===== src/rtl/calc_input_conditioner.sv =====
// calc_input_conditioner
//   Front end for the 4-bit mini calculator. The 12 raw board inputs (8 switches,
//   4 buttons) are each synchronised through two flops and then debounced.
//   A debounced button rising edge latches both operands from the debounced
//   switches, together with a sticky one-hot operation select. The calculator
//   therefore sees operands that stay stable for the whole operation.
//
// Ports
//   clk       in   1  single clock, all state updates on posedge
//   rst_n     in   1  synchronous reset, active low
//   sw_raw    in   8  raw switches: [7:4] operand a, [3:0] operand b
//   btn_raw   in   4  raw buttons: 0 add/sub, 1 sort, 2 mul, 3 div/mod
//   a         out  4  latched operand a
//   b         out  4  latched operand b
//   btn       out  4  sticky one-hot operation select, 0 = none yet
//   op_valid  out  1  high once any operation has been latched since reset
//   op_pulse  out  1  one-cycle strobe in the cycle a/b/btn take new values
module calc_input_conditioner #(
    parameter int unsigned DEBOUNCE_CYCLES = 16,
    parameter int unsigned CNT_W           = $clog2(DEBOUNCE_CYCLES)
) (
    input  logic       clk,
    input  logic       rst_n,
    input  logic [7:0] sw_raw,
    input  logic [3:0] btn_raw,
    output logic [3:0] a,
    output logic [3:0] b,
    output logic [3:0] btn,
    output logic       op_valid,
    output logic       op_pulse
);

    localparam int unsigned NUM_IN = 12;
    localparam logic [CNT_W-1:0] CNT_MAX = CNT_W'(DEBOUNCE_CYCLES - 1);

    // Bits [11:4] are switches, [3:0] are buttons.
    logic [NUM_IN-1:0] raw;
    logic [NUM_IN-1:0] s1;
    logic [NUM_IN-1:0] s2;
    logic [NUM_IN-1:0] db;
    logic [NUM_IN-1:0] db_d;
    logic [CNT_W-1:0]  cnt   [NUM_IN];
    logic [CNT_W-1:0]  cnt_d [NUM_IN];

    logic [3:0] btn_db;
    logic [3:0] btn_db_q;
    logic [3:0] rise;
    logic [3:0] sel;
    logic [7:0] sw_db;

    assign raw    = {sw_raw, btn_raw};
    assign btn_db = db[3:0];
    assign sw_db  = db[11:4];
    assign rise   = btn_db & ~btn_db_q;

    // Per-bit debounce: the count only advances while s2 disagrees with db, so
    // any glitch back to the stable level restarts it from zero.
    always_comb begin
        for (int i = 0; i < NUM_IN; i++) begin
            db_d[i]  = db[i];
            cnt_d[i] = '0;
            if (s2[i] != db[i]) begin
                if (cnt[i] == CNT_MAX) begin
                    db_d[i] = s2[i];
                end else begin
                    cnt_d[i] = cnt[i] + CNT_W'(1);
                end
            end
        end
    end

    // Highest-index rising edge wins when several buttons rise together.
    always_comb begin
        sel = 4'b0000;
        if (rise[3]) begin
            sel = 4'b1000;
        end else if (rise[2]) begin
            sel = 4'b0100;
        end else if (rise[1]) begin
            sel = 4'b0010;
        end else if (rise[0]) begin
            sel = 4'b0001;
        end
    end

    always_ff @(posedge clk) begin
        if (!rst_n) begin
            s1       <= '0;
            s2       <= '0;
            db       <= '0;
            btn_db_q <= '0;
            for (int i = 0; i < NUM_IN; i++) begin
                cnt[i] <= '0;
            end
            a        <= '0;
            b        <= '0;
            btn      <= '0;
            op_valid <= 1'b0;
            op_pulse <= 1'b0;
        end else begin
            s1       <= raw;
            s2       <= s1;
            db       <= db_d;
            btn_db_q <= btn_db;
            for (int i = 0; i < NUM_IN; i++) begin
                cnt[i] <= cnt_d[i];
            end
            if (|rise) begin
                a        <= sw_db[7:4];
                b        <= sw_db[3:0];
                btn      <= sel;
                op_valid <= 1'b1;
                op_pulse <= 1'b1;
            end else begin
                op_pulse <= 1'b0;
            end
        end
    end

endmodule

===== config.mk =====
export PLATFORM = sky130hd
export DESIGN_NAME = calc_input_conditioner
export DESIGN_NICKNAME = d
export VERILOG_FILES = /design/src/rtl/calc_input_conditioner.sv
export SDC_FILE = /design/constraint.sdc
export NUM_CORES = 1
export LEC_CHECK = 0
export BUFFER_PORTS_ARGS = -buffer_cell sky130_fd_sc_hd__buf_2
export CAP_MARGIN = 20
export CORE_MARGIN = 1.5
export CORE_UTILIZATION = 55
export DETAILED_ROUTE_END_ITERATION = 6
export HOLD_SLACK_MARGIN = 0.15
export PLACE_DENSITY_LB_ADDON = 0.2
export SLEW_MARGIN = 20
export SYNTH_ARGS = -nofsm -noshare
export SYNTH_HDL_FRONTEND = slang
export SYNTH_SLANG_ARGS = --single-unit

===== constraint.sdc =====
create_clock -name clk -period 2.04 [get_ports clk]
set_clock_uncertainty 0.15 [all_clocks]
set_input_delay 0.306 -clock clk [delete_from_list [all_inputs] [get_ports clk]]
set_output_delay 0.306 -clock clk [all_outputs]
set_load 0.02 [all_outputs]

==> run metrics <==
outcome=complete, no violations; Die X=84.27 um; n_diodes=0; sequential fraction of the synthesis area=0.5622; #FFs+latches synth=102; GRT met3 Usage=0.06391; max-slew violations=0; Max Root-Sink Buffers=2; mux cell area share after synthesis=0.05512; root buffer cell=clkbuf_8; drt total wl=5395 um; Post-CTS Hold Buffers=12; CTS tree=built; Synth Area per Inst=10.32 um^2; R2R Path Start=db[2]; Final setup viols=0; 1st-iter DRT viols=63; # nets final=between 400 and 500; XOR/XNOR share of the synthesized area=0.08681; largest family of logic cells by synthesized area=simple AND/OR/NAND/NOR gates; Critical R2R Capture=b[2]; Syn Nets=378; nature of the critical path startpoint=register; GR peak layer=met2; Pre-Repair DR Iteration Count=4; first-pass GRT wire length=9342 um; initial antenna violation count=0; post-CTS resize count=0; Distinct cells, synth=21; DIE HEIGHT=84.27 um; Reg clk slew, reported paths=roughly 90 ps; vias post-DR=2,364; largest net degree at the start of global routing=88; max frequency=0.6247 GHz; Post-CTS Setup Inserts=0; io pins=28; Simple-Gate Fraction of Synth Area=0.2267; Leak=2.012 nW; worst min path class=register to register; Worst path top cell family by delay=simple AND/OR/NAND/NOR gates; Slowest-stage cell, CP=nor4_4; YS warnings=0; CTS sink cnt=102; share of cells above drive strength 1=0.1200; routing usage on met2=0.3135; HPWL Detailed=approximately 3500 um; post-synthesis instance total=~350; critical path class=register to register; CP Max Fanout=5; RSZ-0062 raised after global routing=false; Synth Area in Adders=0.04134; Buf/Inv on CP=1; drt wl/cell=between 10 and 15 um; Final min period=1601 ps; Max-slew headroom=0.7201; number of port buffers=27; routability cong.=0.7157; Critical Path, Cell by Cell=nor2b_4 > nor4_4 > buf_4 > mux2i_1; CP max stage delay=440 ps; Slew @ Worst Pin=416.7 ps; number of max-cap violations=0; Arr. time, crit path=1730 ps; Final Hold Viols=0; R2R Setup Slk=440 ps; Initial Util=0.5720; setup tns final=0 ps; CTS H-tree depth=3; final instance count without filler cells=477; Setup crit end kind=register; Hold Crit Start=s1[5]; Reg2Reg Depth=4; Area Overhead vs Synth=15.64%; Core Region=0.006350 mm^2; Tot GR Track Use=0.1650; antenna viol nets, final=0; post-route clock period utilization=0.7847; Cell Area, Synth=between 0.003 and 0.004 mm^2; hold path depth=1; complex-gate fraction of the synthesized area=0.006200; pwr/cell area=828.9 mW/mm^2; global routing usage on met1=0.1670; final global-route overflow total=0; worst vdd ir=0.0006232 V; DRC viols=0; clk_lat worst skew=350 ps; Fill cells=500; row count=29; Placed Instances=449; CTS buffer count=9; data required time of the worst path=2170 ps; Vias/cell=4.956; die area=slightly above 0.007 mm^2; Worst Hold End=s2[5]; vias in the first global route=2,310
==> layer usage <==
metal / wire length, um / part of all wire
met1: 2370 / 0.44
met4: 48 / 0.0089
met3: 217 / 0.040
met5: 0 / 0
met2: 2758 / 0.51
==> area by class of cell <==
cell class              count  area [um^2]  area share
well taps                  77        96.34     0.02294
clock buffers               9        123.9     0.02949
repair buffers             41        282.8     0.06732
flip-flops and latches    102         2042      0.4861
multi-input cells         229         1511      0.3598
clock inverters             7        98.84     0.02353
inverters                  12        45.04     0.01072
==> cell families (layout without fill, tap and decap cells) <==
family / Yosys count / count (layout)
AO/OA/AOI/OAI: 4 / 4
XOR/XNOR: 36 / 36
adder cells (fa/ha/maj): 12 / 12
buffers and inverters: 21 / 69
flip-flops: 102 / 102
multiplexers: 20 / 20
AND/OR/NAND/NOR: 157 / 157
==> power breakdown <==
part / leakage (nW) / switching [mW] / internal [mW]
sequential: 0.828 / 0.0138 / 2.02
combinational: 1.09 / 0.0446 / 0.0513
clock: 0.0977 / 0.662 / 0.692
total: 2.01 / 0.720 / 2.76
==> worst max path at each step <==
stage	startpoint	end	slack (ps)	cells past startpoint
6_report	db[2]	b[2]	440	4
5_1_grt	db[3]	b[2]	320	4
4_1_cts	db[2]	b[2]	420	4
3_5_place_dp	db[2]	b[2]	440	4
3_3_place_gp	db[2]	a[2]	490	4
2_1_floorplan	db[2]	a[0]	570	3
==> registers in the layout, summed over array words and instances, names as in the netlist <==
register,flops
op_valid,1
s1,12
b,4
btn,4
cnt,48
op_pulse,1
s2,12
a,4
btn_db_q,4
db,12
==> cells in the final DEF, fill, tap and decap left out <==
master and instances:
clkbuf_8 9, nor2b_4 2, and3_1 12, nand2b_1 2, dfxtp_1 102, ha_1 12
nand2_1 20, buf_2 27, buf_4 1, a21oi_1 1, nor2_1 37, nand3_1 37
buf_12 1, nor3_1 1, or4_1 1, nor4_1 1, bufinv_16 2, nor2b_1 14
o21a_1 1, clkinv_4 1, and2_1 29, clkinvlp_4 4, nor4_4 1, dlygate4sd3_1 12
xor2_1 36, o21ai_1 2, mux2i_1 20, inv_1 12
==> worst reg2reg max path, cell delays in order (launching register included) <==
cell	delay, ps
dfxtp_1	350
nor2b_4	160
nor4_4	440
buf_4	240
mux2i_1	190
==> cell usage after synthesis <==
| master | instances | share of area |
|---|---|---|
| dfxtp_1 | 102 | 0.56 |
| nand3_1 | 37 | 0.051 |
| nor2_1 | 37 | 0.038 |
| xor2_1 | 36 | 0.087 |
| and2_1 | 29 | 0.050 |
| mux2i_1 | 20 | 0.055 |
| nand2_1 | 20 | 0.021 |
| nor2b_1 | 14 | 0.024 |
| and3_1 | 12 | 0.021 |
| ha_1 | 12 | 0.041 |
| inv_1 | 12 | 0.012 |
| clkbuf_1 | 9 | 0.0093 |
| nand2b_1 | 2 | 0.0034 |
| nor2b_4 | 2 | 0.0076 |
| o21ai_1 | 2 | 0.0028 |
| a21oi_1 | 1 | 0.0014 |
| nor3_1 | 1 | 0.0014 |
| nor4_1 | 1 | 0.0017 |
| nor4_4 | 1 | 0.0059 |
| o21a_1 | 1 | 0.0021 |
| or4_1 | 1 | 0.0021 |
==> stage by stage <==
step / hold WS, ps / worst slack, ps / utilization / total power, mW / area [um^2]
floorplan: 261.9 / 574.4 / - / 2.130 / 3632
global placement: 265.3 / 485.7 / 0.6075 / 2.155 / 3857
detailed placement: 269.6 / 439.4 / 0.6075 / 2.159 / 3857
CTS: 284.2 / 422.9 / 0.6615 / 3.526 / 4200
global route: 290.2 / 321.5 / 0.6615 / 3.613 / 4200
finish: 280.6 / 439.2 / 0.6615 / 3.482 / 4200
No activity file was read; power rests on OpenSTA's default activity.
